File: src/rtl/data_mux_pkg.sv
// Slot sequencing shared by both ends of the time-division link: mode codes, slot states,
// and the rules for the first, next and last slot of each sequence.
package data_mux_pkg;

    localparam logic [1:0] MODE_IDLE   = 2'b00;
    localparam logic [1:0] MODE_FWD    = 2'b01;
    localparam logic [1:0] MODE_REV    = 2'b10;
    localparam logic [1:0] MODE_SINGLE = 2'b11;

    typedef enum logic [1:0] {
        ST_IDLE  = 2'd0,
        ST_SLOT1 = 2'd1,
        ST_SLOT2 = 2'd2,
        ST_SLOT3 = 2'd3
    } slot_state_e;

    function automatic slot_state_e first_slot(input logic [1:0] mode);
        slot_state_e s;
        case (mode)
            MODE_FWD, MODE_SINGLE: s = ST_SLOT1;
            MODE_REV:              s = ST_SLOT3;
            default:               s = ST_IDLE;
        endcase
        return s;
    endfunction

    // The slot that follows cur when the sequence being entered is the one selected by mode.
    function automatic slot_state_e next_slot(input slot_state_e cur, input logic [1:0] mode);
        slot_state_e s;
        case (mode)
            MODE_FWD: begin
                case (cur)
                    ST_SLOT1: s = ST_SLOT2;
                    ST_SLOT2: s = ST_SLOT3;
                    default:  s = ST_SLOT1;
                endcase
            end
            MODE_REV: begin
                case (cur)
                    ST_SLOT3: s = ST_SLOT2;
                    ST_SLOT2: s = ST_SLOT1;
                    default:  s = ST_SLOT3;
                endcase
            end
            MODE_SINGLE: s = ST_SLOT1;
            default:     s = ST_IDLE;
        endcase
        return s;
    endfunction

    function automatic logic is_last_slot(input slot_state_e cur, input logic [1:0] mode);
        logic r;
        case (mode)
            MODE_FWD:    r = (cur == ST_SLOT3);
            MODE_REV:    r = (cur == ST_SLOT1);
            MODE_SINGLE: r = 1'b1;
            default:     r = 1'b0;
        endcase
        return r;
    endfunction

endpackage

File: src/rtl/dwell_counter.sv
// Per-slot dwell counter: latches dwell length N on load (N=0 runs as N=1) and counts 0..N-1.
// last_cycle is combinational from the current count; there is no flow control.
// Priority: load > clr > en.
module dwell_counter #(
    parameter int CNT_W = 4
) (
    input  logic             clk,
    input  logic             rst,
    input  logic             load,
    input  logic             clr,
    input  logic             en,
    input  logic [CNT_W-1:0] n_in,
    output logic             last_cycle
);

    logic [CNT_W-1:0] count_d, count_q;
    logic [CNT_W-1:0] n_d, n_q;
    logic [CNT_W-1:0] n_eff;

    always_comb begin
        n_eff      = (n_q == '0) ? CNT_W'(1) : n_q;
        last_cycle = (count_q == n_eff - CNT_W'(1));
        count_d    = count_q;
        n_d        = n_q;
        if (load) begin
            count_d = '0;
            n_d     = n_in;
        end else if (clr) begin
            count_d = '0;
        end else if (en) begin
            count_d = last_cycle ? '0 : count_q + CNT_W'(1);
        end
    end

    always_ff @(posedge clk) begin
        if (rst) begin
            count_q <= '0;
            n_q     <= '0;
        end else begin
            count_q <= count_d;
            n_q     <= n_d;
        end
    end

endmodule

File: src/rtl/data_demultiplex.sv
// Receive-side demultiplexer: routes each dwell slot of the stream to DS1/DS2/DS3.
// Latency 1 cycle from last-dwell sample to DSx_out/ch_valid; no backpressure, stream is free-running.
// Optional DEMUX_FRAME_CNT_EN adds frame_cnt, counting completed slot rotations.
module data_demultiplex
    import data_mux_pkg::*;
#(
    parameter int DATA_W = 8,
    parameter int CNT_W  = 4
) (
    input  logic              clk,
    input  logic              rst,
    input  logic [DATA_W-1:0] data_in,
    input  logic [1:0]        mode,
    input  logic [CNT_W-1:0]  switch_clk_cycles,
    input  logic              sync,
    output logic [DATA_W-1:0] DS1_out,
    output logic [DATA_W-1:0] DS2_out,
    output logic [DATA_W-1:0] DS3_out,
    output logic [2:0]        ch_valid
`ifdef DEMUX_FRAME_CNT_EN
    ,
    output logic [15:0]       frame_cnt
`endif
);

    slot_state_e       state_d, state_q;
    slot_state_e       cap_slot;
    logic [1:0]        mode_lat_d, mode_lat_q;
    logic [DATA_W-1:0] ds1_d, ds1_q, ds2_d, ds2_q, ds3_d, ds3_q;
    logic [2:0]        ch_valid_d, ch_valid_q;
    logic              cnt_load, cnt_clr, cnt_en, last_cycle;
    logic              capture;

    dwell_counter #(.CNT_W(CNT_W)) u_dwell (
        .clk        (clk),
        .rst        (rst),
        .load       (cnt_load),
        .clr        (cnt_clr),
        .en         (cnt_en),
        .n_in       (switch_clk_cycles),
        .last_cycle (last_cycle)
    );

    // Every slot entry (sync, leaving IDLE, boundary) relatches mode and dwell from the live inputs.
    always_comb begin
        state_d    = state_q;
        mode_lat_d = mode_lat_q;
        cnt_load   = 1'b0;
        cnt_clr    = 1'b0;
        cnt_en     = 1'b0;
        capture    = 1'b0;
        if (sync) begin
            state_d    = first_slot(mode);
            mode_lat_d = mode;
            cnt_load   = 1'b1;
        end else if (state_q == ST_IDLE) begin
            cnt_clr = 1'b1;
            if (mode != MODE_IDLE) begin
                state_d    = first_slot(mode);
                mode_lat_d = mode;
                cnt_load   = 1'b1;
            end
        end else begin
            cnt_en = 1'b1;
            if (last_cycle) begin
                capture    = 1'b1;
                state_d    = next_slot(state_q, mode);
                mode_lat_d = mode;
                cnt_load   = 1'b1;
            end
        end
    end

    always_comb begin
        ds1_d      = ds1_q;
        ds2_d      = ds2_q;
        ds3_d      = ds3_q;
        ch_valid_d = 3'b000;
        cap_slot   = (mode_lat_q == MODE_SINGLE) ? ST_SLOT1 : state_q;
        if (capture) begin
            case (cap_slot)
                ST_SLOT1: begin ds1_d = data_in; ch_valid_d = 3'b001; end
                ST_SLOT2: begin ds2_d = data_in; ch_valid_d = 3'b010; end
                ST_SLOT3: begin ds3_d = data_in; ch_valid_d = 3'b100; end
                default:  ;
            endcase
        end
    end

    always_ff @(posedge clk) begin
        if (rst) begin
            state_q    <= ST_IDLE;
            mode_lat_q <= MODE_IDLE;
            ds1_q      <= '0;
            ds2_q      <= '0;
            ds3_q      <= '0;
            ch_valid_q <= '0;
        end else begin
            state_q    <= state_d;
            mode_lat_q <= mode_lat_d;
            ds1_q      <= ds1_d;
            ds2_q      <= ds2_d;
            ds3_q      <= ds3_d;
            ch_valid_q <= ch_valid_d;
        end
    end

    assign DS1_out  = ds1_q;
    assign DS2_out  = ds2_q;
    assign DS3_out  = ds3_q;
    assign ch_valid = ch_valid_q;

`ifdef DEMUX_FRAME_CNT_EN
    logic [15:0] frame_d, frame_q;

    always_comb begin
        frame_d = frame_q;
        if (sync) begin
            frame_d = '0;
        end else if (capture && is_last_slot(state_q, mode_lat_q)) begin
            frame_d = frame_q + 16'd1;
        end
    end

    always_ff @(posedge clk) begin
        if (rst) begin
            frame_q <= '0;
        end else begin
            frame_q <= frame_d;
        end
    end

    assign frame_cnt = frame_q;
`endif

endmodule

File: config.mk
export PLATFORM = sky130hd
export DESIGN_NAME = data_demultiplex
export DESIGN_NICKNAME = d
export VERILOG_FILES = /design/src/rtl/data_mux_pkg.sv /design/src/rtl/dwell_counter.sv /design/src/rtl/data_demultiplex.sv
export SDC_FILE = /design/constraint.sdc
export NUM_CORES = 1
export LEC_CHECK = 0
export BUFFER_PORTS_ARGS = -buffer_cell sky130_fd_sc_hd__buf_4
export CAP_MARGIN = 20
export CELL_PAD_IN_SITES_DETAIL_PLACEMENT = 0
export CELL_PAD_IN_SITES_GLOBAL_PLACEMENT = 2
export CORE_ASPECT_RATIO = 0.75
export CORE_MARGIN = 4
export CORE_UTILIZATION = 33
export DETAILED_ROUTE_END_ITERATION = 7
export GPL_TIMING_DRIVEN = 0
export PLACE_DENSITY = 0.87
export SYNTH_ARGS = -nofsm -noshare
export SYNTH_HDL_FRONTEND = slang
export SYNTH_SLANG_ARGS = --single-unit
export TNS_END_PERCENT = 5
File: constraint.sdc
create_clock -name clk -period 4.1 [get_ports clk]
set_input_delay 0.41 -clock clk [delete_from_list [all_inputs] [get_ports clk]]
set_output_delay 0.41 -clock clk [all_outputs]
set_load 0.01 [all_outputs]
; Word-level counts from Yosys, hierarchy flattened
; Cells that the tools add are included.
[word_totals]
ff_bits = 39
inputBits = 17
output_inout_bits = 27
word_cells = 60
[op_classes]
addsub = 2
eq_ne = 12
mux = 26
bitwise_logic = 1
n_reduce_logical = 11
[ops]
columns = op, n
row1 = $mux 2, 9
row2 = $eq 2x2->1 const B, 7
row3 = $pmux 2 s2, 3
row4 = $mux 1, 10
row5 = $pmux 3 s3, 1
row6 = $mux 4, 2
row7 = $reduce_and 2->1, 4
row8 = $eq 2x1->1 const B, 3
row9 = $pmux 2 s3, 1
row10 = $add 4x1->4 const B, 1
row11 = $eq 4x4->1, 1
row12 = $logic_not 4->1, 1
row13 = $reduce_or 2->1, 2
row14 = $sub 4x1->4 const B, 1
row15 = $ne 3x2->1 const B, 1
row16 = $reduce_bool 3->1, 1
row17 = $reduce_or 3->1, 1
row18 = $logic_not 2->1, 1
row19 = $reduce_bool 2->1, 1
row20 = $not 1->1, 1

; Depth between registers and ports, before layout
[depth]
ltp_word = 9
mapped_depth = 10
depth_no_buf = 8

; By module
; From an unflattened synthesis, not the netlist that was laid out.
[hier_totals]
cells_unflattened = 172
hier_area_um2 = 1711.6
[by_module_without_submodules]
columns = module, n_inst, cells_each, area_each_um2, seq_area_each_um2
row1 = data_demultiplex, 1, 121, 1255.0, 620.6
row2 = dwell_counter, 1, 51, 456.7, 160.2

; Worst setup path after synthesis
; Ideal clock, no wire load.
[synth_timing]
path_kind = register to register
start = reg u_dwell.n_q[1]
end = reg state_q[1]
setup_time_ns = 0.121
arrival_time_ns = 2.254
t_required_ns = 3.979
slack_ns = 1.725
stages_incl_launch_ff = 11
n_path_buf = 2
synth_period_minus_slack_ns = 2.375
cell_sequence = dfxtp_1 -> buf_2 -> nor3_1 -> nor2_1 -> ha_1 -> xnor2_1 -> a221oi_4 -> o311ai_4 -> o311a_1 -> buf_6 -> mux2_4
[synth_between]
elab_chain_len = 6
[synth_rtl]
columns = element, line_no
row1 = start: declaration, dwell_counter.sv:17  ; logic [CNT_W-1:0] n_d, n_q;
row2 = start signal: assignment, dwell_counter.sv:41  ; n_q <= n_d;
row3 = $logic_not 4->1, dwell_counter.sv:21  ; n_eff = (n_q == '0) ? CNT_W'(1) : n_q;
row4 = $mux 4 (*), dwell_counter.sv:21
row5 = $sub 4x1->4 (*), dwell_counter.sv:22  ; last_cycle = (count_q == n_eff - CNT_W'(1));
row6 = $eq 4x4->1 (*), dwell_counter.sv:22
row7 = $reduce_bool 3->1 (no source line) (*), -
row8 = $reduce_and 2->1 (no source line) (*), -
row9 = end signal: assignment, data_demultiplex.sv:99  ; state_q <= state_d;
row10 = end: declaration, data_demultiplex.sv:26  ; slot_state_e state_d, state_q;
; Mark *: on every way between the ends. The rest lies on a longest branch, timed or not.
; A chain may end at the register's enable or synchronous reset.

; Worst setup path in the final report
; Same ends and word-level chain as after synthesis.

==> metrics.txt <==
CTS HTree Levels=2; final WL=4830 µm; initial antenna violation count=0; GRT Total Usage=14.7%; met3 Use GR=4.64%; Vias/cell=4.89; Placer Congestion=0.772; Sink Count=39; clock root buffer=clkbuf_8; clk_skew=0.0103 ns; met1 Use GR=23.4%; Slew Viols, Final=0; Ports=44; routed length per placed instance=14.3 µm; worst slew pin tran=0.685 ns; drt pass-1 iters=4; setup_tns=0 ns; Final Cell Area=2410 µm²; Synth warnings=0; ys async rst share=0%; WS Path Type=flip-flop to flip-flop; layout cells sized above 1=24.3%; Initial Utilization=34.4%; sequential fraction of the synthesis area=42.0%; setup bufs post-CTS=0; vias in the first global route=1,475; Core Footprint=5410 µm²; DP Area=2280 µm²; post-cts resize count=0; Post-synth EDFFs=0; hold_sp=switch_clk_cycles[3]; Max Cap Viol=0; met2 Use GR=18.6%; post-DP HPWL=3640 µm; Overflow after GRT=0; power per cell area=407 nW/µm²; Final period util=62.1%; die height=73.0 µm; ANT cells=0; num rows=23; Min Clock Period, post-route=2.55 ns; Yosys reg bits=39; Mean Syn Cell Area=8.78 µm²; Slew HR=54.0%; Antenna Nets Post-Route=0; Net Count, Synth=235; required time worst endpoint=4.28 ns; CP max FO=8; Peak VDD IR=0.000137 V; arrival time worst endpoint=2.73 ns; routed vias=1,653; Synth Flop Type=dfxtp_1; flop-to-flop setup slack=1.55 ns; outcome=complete, no violations; Max Freq=393 MHz; mapped cell area=1860 µm²; Remaining DRCs=0; critical path startpoint category=flip-flop; Leakage=0.921 nW; grt peak-use layer=met1; nets=285; die width=94.7 µm; setup ws final=1.55 ns; Setup-failing EPs final=0; TritonCTS clock tree=yes; cts hold-fix bufs=0; RSZ-0062 raised after global routing=false; DP Cell Count=330; dpl ws=1.56 ns; clock transition at the registers of the reported paths=0.07 ns; CP startpoint=u_dwell.n_q[1]; CTS Buf Count=5; die area=6920 µm²; Non-Filler Instances=338; first-pass GRT wire length=7790 µm; Worst-Skew Late Latency=0.30 ns; largest net degree at the start of global routing=13; Syn Inst Count=212; final hold vios=0; IO Port Bufs=43; HP Class=input pin to flip-flop; Critical Path End Type=flip-flop; DRT iter0 DRCs=96; area grow syn2layout=29.5%; CTS Buffer Depth=2; FF-to-FF Start=u_dwell.n_q[1]; Unique masters post-synth=39
-- power by group --
part           internal [mW]  switching, mW  total, mW
combinational         0.0728          0.125      0.198
sequential             0.389         0.0117      0.401
clock                  0.243          0.138      0.381
-- stage by stage --
stage / power, mW / hold slack (ns) / utilization, %
6_report: 0.980 / 0.378 / 44.5
5_1_grt: 1.03 / 0.390 / 44.5
4_1_cts: 0.986 / 0.371 / 44.5
3_5_place_dp: 0.607 / 0.470 / 42.1
3_3_place_gp: 0.608 / 0.461 / 42.1
2_1_floorplan: 0.547 / 0.465 / -
-- cells in the mapped netlist, types with 2 or more instances --
library cell,instances,area (µm²)
a21oi_1,26,130
buf_2,4,20.0
clkbuf_1,10,37.5
dfxtp_1,39,781
ha_1,6,75.1
inv_1,6,22.5
mux2i_1,7,70.1
nand2_1,3,11.3
nand2b_1,12,75.1
nand3_1,27,135
nand4_1,2,12.5
nor2_1,6,22.5
nor3_1,8,40.0
nor4_1,2,12.5
o21ai_0,26,130
o311a_1,2,20.0
or3_1,2,12.5
xnor2_1,2,17.5
xor2_1,2,17.5
-- worst max-delay path, stage by stage (launching register included) --
cell	delay, ns
dfxtp_1	0.30
buf_2	0.17
nor3_1	0.18
nor2_1	0.06
ha_1	0.31
xnor2_1	0.16
a221oi_4	0.25
o311ai_4	0.22
o311a_1	0.34
buf_6	0.16
mux2_4	0.29
-- layout make-up --
class	instances	area [µm²]
fill	570	3000
multi-input combinational	151	985
sequential	39	781
timing repair buffer	43	323
tap	75	93.8
clock buffer	6	72.6
buffer	15	68.8
clock inverter	2	60.1
inverter	7	26.3
-- registers in the layout, summed over array words and instances (netlist names) --
register         count
u_dwell.count_q      4
ch_valid             3
mode_lat_q           2
DS1_out              8
DS3_out              8
state_q              2
u_dwell.n_q          4
DS2_out              8
-- placed cells by master (no fill, tap or decap), types with 6 or more instances in the layout --
cell | synthesis | routed
nand3_1 | 27 | 27
mux2i_1 | 7 | 7
a21oi_1 | 26 | 26
ha_1 | 6 | 6
nor3_1 | 8 | 8
dfxtp_1 | 39 | 39
buf_4 | 0 | 43
nor2_1 | 6 | 6
inv_1 | 6 | 6
nand2b_1 | 12 | 12
o21ai_0 | 26 | 26
clkbuf_1 | 10 | 11
-- metal layers --
| layer | part of all wire [%] | vias up |
|---|---|---|
| met2 | 39 | 31 |
| li1 | - | 866 |
| met5 | 0 | - |
| met4 | 0.83 | 0 |
| met3 | 4.9 | 4 |
| met1 | 56 | 752 |
-- worst paths after layout --
kind	endpoint	depth (start not counted)
min	u_dwell.n_q[3]	3
min reg2reg	DS2_out[5]	2
max reg2reg	state_q[1]	10
max	state_q[1]	10
-- cells by family after synthesis --
group           Yosys count  synth area share, %
compound gates           62                 20.8
xor+xnor                  5                 2.76
fa+ha+maj                 6                 4.03
buf+inv                  22                 5.11
flops                    39                 42.0
mux                       8                 4.57
simple gates             70                 20.8
(Power assumes the default switching activity.)
